`src/rtl/csr_loader_pkg.sv`:
```
// rtl/csr_loader_pkg.sv - shared widths, words-per-line and FSM state type for the CSR BRAM loader
//
// Purpose : common definitions imported by csr_bram_loader and line_packer.
// Ports   : none (package).

package csr_loader_pkg;

   localparam int DATA_W = 32;
   localparam int LINE_W = 512;
   localparam int ADDR_W = 17;
   localparam int WPL    = LINE_W / DATA_W;
   localparam int IDX_W  = $clog2(WPL);

   typedef enum logic [1:0] {
      IDLE  = 2'd0,
      LOAD  = 2'd1,
      FLUSH = 2'd2,
      DONE  = 2'd3
   } state_t;

endpackage

```
`src/rtl/csr_bram_loader_packer.sv`:
```
// rtl/csr_bram_loader_packer.sv - packs stream words into one BRAM line at a time
//
// Purpose : module line_packer. Collects DATA_W words into a LINE_W pack register,
//           word k landing at bits [DATA_W*k +: DATA_W]. Presents a completed line
//           combinationally with o_line_valid on the beat that fills the last slot,
//           or on a flush request while a partial line is held.
// Ports   : tb_clk        clock
//           reset         synchronous, active-low
//           i_clear       drop any partial line (new load starting)
//           i_beat        accepted stream word this cycle
//           i_word        stream word
//           i_flush       emit the partial line, unused slots zero
//           o_line        line contents including the current beat
//           o_line_valid  o_line is complete and must be written this cycle
//           o_idx         slot the next accepted word will occupy

module line_packer #(
   parameter int DATA_W = csr_loader_pkg::DATA_W,
   parameter int LINE_W = csr_loader_pkg::LINE_W,
   parameter int IDX_W  = $clog2(LINE_W / DATA_W)
) (
   input  logic              tb_clk,
   input  logic              reset,
   input  logic              i_clear,
   input  logic              i_beat,
   input  logic [DATA_W-1:0] i_word,
   input  logic              i_flush,
   output logic [LINE_W-1:0] o_line,
   output logic              o_line_valid,
   output logic [IDX_W-1:0]  o_idx
);

   import csr_loader_pkg::*;

   localparam int WPL_L = LINE_W / DATA_W;

   logic [IDX_W-1:0]  r_idx;
   logic [LINE_W-1:0] r_pack;
   logic [LINE_W-1:0] w_line;
   logic              w_full;
   logic              w_emit;

   // The pack register is cleared after every emitted line, so slots not yet
   // written are already zero when a short final line is flushed.
   always_comb begin
      w_line = r_pack;
      if (i_beat) begin
         w_line[r_idx*DATA_W +: DATA_W] = i_word;
      end
   end

   assign w_full = i_beat && (r_idx == IDX_W'(WPL_L - 1));
   // r_idx returns to zero once the line is emitted, so a flush fires only once.
   assign w_emit = w_full || (i_flush && (r_idx != '0));

   always_ff @(posedge tb_clk) begin
      if (!reset || i_clear) begin
         r_idx  <= '0;
         r_pack <= '0;
      end else if (w_emit) begin
         r_idx  <= '0;
         r_pack <= '0;
      end else if (i_beat) begin
         r_idx  <= r_idx + IDX_W'(1);
         r_pack <= w_line;
      end
   end

   assign o_line       = w_line;
   assign o_line_valid = w_emit;
   assign o_idx        = r_idx;

endmodule

```
`src/rtl/csr_bram_loader.sv`:
```
// rtl/csr_bram_loader.sv - write side of the 512-bit CSR automaton BRAM
//
// Purpose : accepts a last-marked 32-bit word stream, packs 16 words per line and
//           writes lines to the BRAM from BASE_ADDR upward. Reports done and a
//           sticky error (short or long image) so traversal only starts after a
//           clean load. Optional feature macro: CSR_LOADER_CHECKSUM_EN adds the
//           checksum output (XOR of all words accepted since start).
// Ports   : tb_clk     clock
//           reset      synchronous, active-low
//           start      1-cycle pulse, honoured only in IDLE
//           num_lines  lines to write, sampled on start
//           s_data     stream word
//           s_valid    word valid
//           s_last     final word of image
//           s_ready    loader accepts word
//           wr_addr    BRAM write address
//           wr_data    BRAM write data
//           wr_en      BRAM write strobe, one cycle per line
//           busy       high in LOAD and FLUSH
//           done       1-cycle pulse at load end
//           error      sticky until next start
//           checksum   (CSR_LOADER_CHECKSUM_EN only) XOR of accepted words

module csr_bram_loader #(
   parameter int DATA_W    = csr_loader_pkg::DATA_W,
   parameter int LINE_W    = csr_loader_pkg::LINE_W,
   parameter int ADDR_W    = csr_loader_pkg::ADDR_W,
   parameter int BASE_ADDR = 0
) (
   input  logic              tb_clk,
   input  logic              reset,
   input  logic              start,
   input  logic [ADDR_W-1:0] num_lines,
   input  logic [DATA_W-1:0] s_data,
   input  logic              s_valid,
   input  logic              s_last,
   output logic              s_ready,
   output logic [ADDR_W-1:0] wr_addr,
   output logic [LINE_W-1:0] wr_data,
   output logic              wr_en,
   output logic              busy,
   output logic              done,
   output logic              error
`ifdef CSR_LOADER_CHECKSUM_EN
   ,
   output logic [DATA_W-1:0] checksum
`endif
);

   import csr_loader_pkg::*;

   localparam int WPL_L = LINE_W / DATA_W;
   localparam int IDX_W_L = $clog2(WPL_L);

   state_t              r_state;
   state_t              w_state_nx;
   logic [ADDR_W-1:0]   r_lines;
   logic [ADDR_W-1:0]   r_num;
   logic [ADDR_W-1:0]   r_wr_addr;
   logic [LINE_W-1:0]   r_wr_data;
   logic                r_wr_en;
   logic                r_final;
   logic                r_err_pend;
   logic                r_error;

   logic                w_ready;
   logic                w_beat;
   logic                w_flush;
   logic                w_start_ok;
   logic                w_set_final;
   logic                w_err_nx;
   logic [LINE_W-1:0]   w_line;
   logic                w_line_valid;
   logic [IDX_W_L-1:0]  w_idx;
   logic                w_idx_last;
   logic [ADDR_W-1:0]   w_lines_nx;

   // r_final marks that the last line of the image has been handed to the
   // write stage; it closes s_ready for the write cycle so no excess word is taken.
   assign w_ready    = (r_state == LOAD) && !r_final;
   assign w_beat     = s_valid && w_ready;
   assign w_flush    = (r_state == FLUSH);
   assign w_start_ok = start && (r_state == IDLE);
   assign w_idx_last = (w_idx == IDX_W_L'(WPL_L - 1));
   assign w_lines_nx = r_lines + ADDR_W'(1);

   line_packer #(
      .DATA_W (DATA_W),
      .LINE_W (LINE_W),
      .IDX_W  (IDX_W_L)
   ) u_packer (
      .tb_clk       (tb_clk),
      .reset        (reset),
      .i_clear      (w_start_ok),
      .i_beat       (w_beat),
      .i_word       (s_data),
      .i_flush      (w_flush),
      .o_line       (w_line),
      .o_line_valid (w_line_valid),
      .o_idx        (w_idx)
   );

   // Load outcome is decided on the beat that produces the final line; the
   // error value is held in r_err_pend and published on entry to DONE.
   always_comb begin
      w_state_nx  = r_state;
      w_set_final = 1'b0;
      w_err_nx    = r_err_pend;
      case (r_state)
         IDLE: begin
            if (start) begin
               w_err_nx   = 1'b0;
               w_state_nx = (num_lines == '0) ? DONE : LOAD;
            end
         end
         LOAD: begin
            if (r_final) begin
               // final line is being written this cycle
               w_state_nx = DONE;
            end else if (w_beat) begin
               if (w_idx_last) begin
                  if (s_last || (w_lines_nx == r_num)) begin
                     w_set_final = 1'b1;
                     // without s_last the image is longer than num_lines
                     w_err_nx    = !s_last || (w_lines_nx != r_num);
                  end
               end else if (s_last) begin
                  w_state_nx = FLUSH;
                  w_err_nx   = (w_lines_nx != r_num);
               end
            end
         end
         FLUSH: begin
            // first FLUSH cycle emits the padded line, second carries its write
            if (r_wr_en) begin
               w_state_nx = DONE;
            end
         end
         DONE: begin
            w_state_nx = IDLE;
         end
         default: begin
            w_state_nx = IDLE;
         end
      endcase
   end

   always_ff @(posedge tb_clk) begin
      if (!reset) begin
         r_state    <= IDLE;
         r_lines    <= '0;
         r_num      <= '0;
         r_wr_addr  <= '0;
         r_wr_data  <= '0;
         r_wr_en    <= 1'b0;
         r_final    <= 1'b0;
         r_err_pend <= 1'b0;
         r_error    <= 1'b0;
      end else begin
         r_state    <= w_state_nx;
         r_wr_en    <= w_line_valid;
         r_err_pend <= w_err_nx;
         if (w_start_ok) begin
            r_num   <= num_lines;
            r_lines <= '0;
            r_final <= 1'b0;
            r_error <= 1'b0;
         end else begin
            if (w_line_valid) begin
               r_wr_data <= w_line;
               // line index wraps modulo 2^ADDR_W by design
               r_wr_addr <= ADDR_W'(BASE_ADDR) + r_lines;
               r_lines   <= w_lines_nx;
            end
            if (w_set_final) begin
               r_final <= 1'b1;
            end
            if ((w_state_nx == DONE) && (r_state != DONE)) begin
               r_error <= w_err_nx;
            end
         end
      end
   end

   assign s_ready = w_ready;
   assign wr_addr = r_wr_addr;
   assign wr_data = r_wr_data;
   assign wr_en   = r_wr_en;
   assign busy    = (r_state == LOAD) || (r_state == FLUSH);
   assign done    = (r_state == DONE);
   assign error   = r_error;

`ifdef CSR_LOADER_CHECKSUM_EN
   logic [DATA_W-1:0] r_checksum;

   always_ff @(posedge tb_clk) begin
      if (!reset) begin
         r_checksum <= '0;
      end else if (w_start_ok) begin
         r_checksum <= '0;
      end else if (w_beat) begin
         r_checksum <= r_checksum ^ s_data;
      end
   end

   assign checksum = r_checksum;
`endif

endmodule

```
`config.mk`:
```
export PLATFORM = sky130hd
export DESIGN_NAME = csr_bram_loader
export DESIGN_NICKNAME = d
export VERILOG_FILES = /design/src/rtl/csr_loader_pkg.sv /design/src/rtl/csr_bram_loader_packer.sv /design/src/rtl/csr_bram_loader.sv
export SDC_FILE = /design/constraint.sdc
export NUM_CORES = 2
export LEC_CHECK = 0
export ABC_AREA = 1
export CELL_PAD_IN_SITES_DETAIL_PLACEMENT = 1
export CELL_PAD_IN_SITES_GLOBAL_PLACEMENT = 1
export CORE_MARGIN = 8
export CORE_UTILIZATION = 30
export DETAILED_ROUTE_END_ITERATION = 16
export PLACE_DENSITY_LB_ADDON = 0.12
export SETUP_SLACK_MARGIN = 0.02
export SYNTH_ARGS = -nofsm -noshare
export SYNTH_HDL_FRONTEND = slang
export SYNTH_HIERARCHICAL = 1
export SYNTH_SLANG_ARGS = --single-unit
```
`constraint.sdc`:
```
create_clock -name tb_clk -period 3.4 [get_ports tb_clk]
set_clock_uncertainty 0.2 [all_clocks]
set_input_delay 0.51 -clock tb_clk [delete_from_list [all_inputs] [get_ports tb_clk]]
set_output_delay 0.51 -clock tb_clk [all_outputs]
set_load 0.01 [all_outputs]
```
==> results by group <==
Run status
  • Outcome: completed

Critical path
  • Critical path data arrival time: 3.56 ns
  • Worst setup path start: r_state[1]
  • CP endpoint kind: flip-flop
  • Worst reg2reg setup slack: 0.27 ns
  • Worst reg2reg path endpoint: u_packer/r_pack[410]
  • CP Max Fanout: 20
  • Crit Path Class: reg2reg
  • WP data required: between 3 and 4 ns
  • R2R Path Start: r_state[1]
  • Crit path capture: u_packer/r_pack[410]
  • CP Launch Type: flip-flop
  • Reg2reg path depth: 17

Timing
  • Crit share post-route: between 90% and 100%
  • Final Hold Viols: 0
  • Setup-failing EPs final: 0
  • Worst-margin pin slew: 0.954 ns
  • Worst setup margin: approximately 0.27 ns
  • Unrepaired setup endpoints after global routing: true
  • Max Clk Rate: ~0.32 GHz
  • Slew Limit Fails: 0
  • Final min period: 3.13 ns
  • Rel. slew slack: 36.3%
  • Sum Neg Setup Slack: 0 ns

Yosys
  • Main synth FF type: dfxtp_1
  • Post-synthesis async set-or-reset flop share: 0%
  • Post-Syn Instances: 6,297
  • Netlist Area Pre-Place: between 40,000 and 50,000 um2
  • EDFF count, synth: 0
  • Register area share after synthesis: 49.7%
  • Distinct cells, synth: 43
  • Synth warnings: 6
  • Mean area per synthesized cell: about 6.9 um2
  • Syn_nets: approximately 6,400
  • Flops & latches, synth: 1,085

Clock tree
  • Clk slew on worst S/H paths: around 0.060 ns
  • Root Buffer: clkbuf_16
  • Max clock buf depth: 3
  • Total CTS buffers: 134
  • Clock Latency Late Sink: ~0.76 ns
  • Clock sinks: 1,085
  • H-Tree Depth: 4
  • CTS tree: done

Job
  • Max Cap Violations: 0

GRT
  • M3 GR Usage: 5.32%
  • Most Crowded Layer GR: met2
  • Number of global-route vias before repair: 42,100
  • Initial antenna violation count: 8
  • Total grt overflow: 0
  • Tot GR Track Use: a little under a quarter
  • First-pass GRT wire length: 276 mm
  • Largest net degree at the start of global routing: 139
  • Met1 usage: 29.7%
  • Met2 Use GR: around 38%

Pwr
  • Cell leakage power: ~29 nW
  • Maximum VDD drop: 0.000426 V
  • Pwr/cell area: 515 nW/um2

Detailed routing
  • Pre-Repair DR Iteration Count: 5
  • Routed vias: 41,800
  • Antenna-violating nets left: 0
  • Final WL: 188 mm
  • DRC: 0
  • Post-DR wirelength/cell: 21.1 um
  • Initial DRC count: 2,059
  • Vias per std cell: 4.70

Worst hold path
  • Hold Startpoint: s_data[13]
  • Min-delay worst type: in2reg

Finish
  • Nets: slightly below 7,000
  • Area Growth Syn to Fin: 31.8%
  • Share of cells above drive strength 1: 7.67%
  • Most frequent cells in the layout: nor2_1, nand2_1, dfxtp_1, inv_1, o21ai_0
  • Commonest non-fill, non-tap cell in the layout: nor2_1

Floorplan
  • Core Area: 145,000 um2
  • Die Area: between 150,000 and 200,000 um2
  • Rows: 140
  • Starting density of the core: 30.1%
  • Boundary pin count: 588
  • Die X: 398 um
  • Die H: 398 um

Place
  • HPWL Detailed: around 140 mm
  • GPL Wtd Cong: 0.827
  • PortBufs: 587
  • Pre-CTS WS: 0.0311 ns
critical path, cell delays in order, from the launching register on:
cell and delay, ns:
dfxtp_1 0.34, inv_1 0.10, ha_1 0.22, inv_1 0.07, nor2_1 0.12, nand2_1 0.15
inv_2 0.17, nand2_1 0.07, nor2_1 0.12, nand2_1 0.09, a21oi_2 0.15, buf_4 0.28
inv_1 0.07, nand3b_1 0.13, buf_12 0.20, buf_12 0.22, buf_12 0.18, nor2_1 0.05
flip-flops by register name (all words and copies together), names as in the netlist:
register         cells
u_packer/o_idx       4
u_packer/r_pack    512
r_err_pend           1
wr_en                1
r_lines             17
error                1
r_state              2
r_final              1
wr_data            512
r_num               17
wr_addr             17
cells by family after synthesis:
logic type / synth area share [%]
and+or+nand+nor: 27.2
buffers and inverters: 11.3
AOI/OAI and AO/OA: 11.5
adders and majority gates: 0.286
DFF: 49.7
xor gates and xnor gates: 0.0601
synth_stat cells (3+ instances only):
cell type / count / area, um2
o211ai_1: 7 / 52.6
nor2_1: 1588 / 5960
nand3_1: 56 / 280
buf_6: 3 / 33.8
buf_4: 35 / 263
inv_2: 16 / 60.1
nor2_2: 9 / 56.3
o21a_1: 13 / 97.6
nor3_1: 17 / 85.1
nand3_2: 4 / 40.0
nand4_1: 152 / 951
o21ai_0: 651 / 3260
or2_2: 16 / 100
a21oi_1: 176 / 881
nor2_4: 5 / 56.3
nand2_2: 12 / 75.1
nand3b_1: 7 / 52.6
clkbuf_1: 246 / 923
dfxtp_1: 1085 / 21700
nor4_1: 4 / 25.0
o21ai_1: 136 / 681
nand2_1: 1095 / 4110
buf_1: 8 / 30.0
nor2b_1: 3 / 18.8
buf_2: 106 / 531
inv_1: 820 / 3080
ha_1: 10 / 125
worst min-delay path by stage:
stage                                       to  slack [ns]  cells past startpoint
after floorplan                      r_num[11]        0.24                      2
after detailed placement  u_packer/r_pack[115]        0.26                      2
after global routing       u_packer/r_pack[13]        0.18                      3
after global placement    u_packer/r_pack[271]        0.25                      2
after CTS                  u_packer/r_pack[13]        0.12                      3
final                      u_packer/r_pack[13]        0.20                      3
layout make-up:
class / instances / area (um2)
fill: 17900 / 87600
clock inverter: 26 / 295
antenna: 1 / 2.50
multi-input combinational: 3976 / 17100
clock buffer: 212 / 4130
timing repair buffer: 837 / 8790
tap: 1917 / 2400
sequential: 1085 / 21700
inverter: 838 / 3160
per-stage QoR:
step                      instances  hold WS (ns)  total power, mW  instance area (um2)  utilization (%)
after floorplan                6297         0.244             14.4                43700                -
after global placement         8652         0.255             15.5                53200             36.6
after detailed placement       8652         0.260             15.5                53200             36.6
after CTS                      8891         0.121             30.1                57600             39.7
after global routing           8891         0.176             30.7                57600             39.7
final                          8892         0.195             29.6                57600             39.7
power breakdown:
group / total [mW] / switching (mW) / internal, mW / leakage [nW]
Combinational: 2.24 / 1.48 / 0.755 / 18.6
Clock: 14.4 / 5.78 / 8.61 / 2.17
Sequential: 13.0 / 0.116 / 12.9 / 8.74
Total: 29.6 / 7.38 / 22.3 / 29.5
layer usage:
metal	vias to the layer above	share of wire, %
met5	-	0.014
met4	4	2.9
met3	234	5.4
met2	777	46
met1	20300	46
li1	20500	-
what timing repair did:
action,CTS,global route
buffers inserted,0,0
setup endpoints to repair,0,513
hold buffers,1,0
gates resized for setup,0,3
hold endpoints to repair,25,0
(Power assumes the default switching activity.)
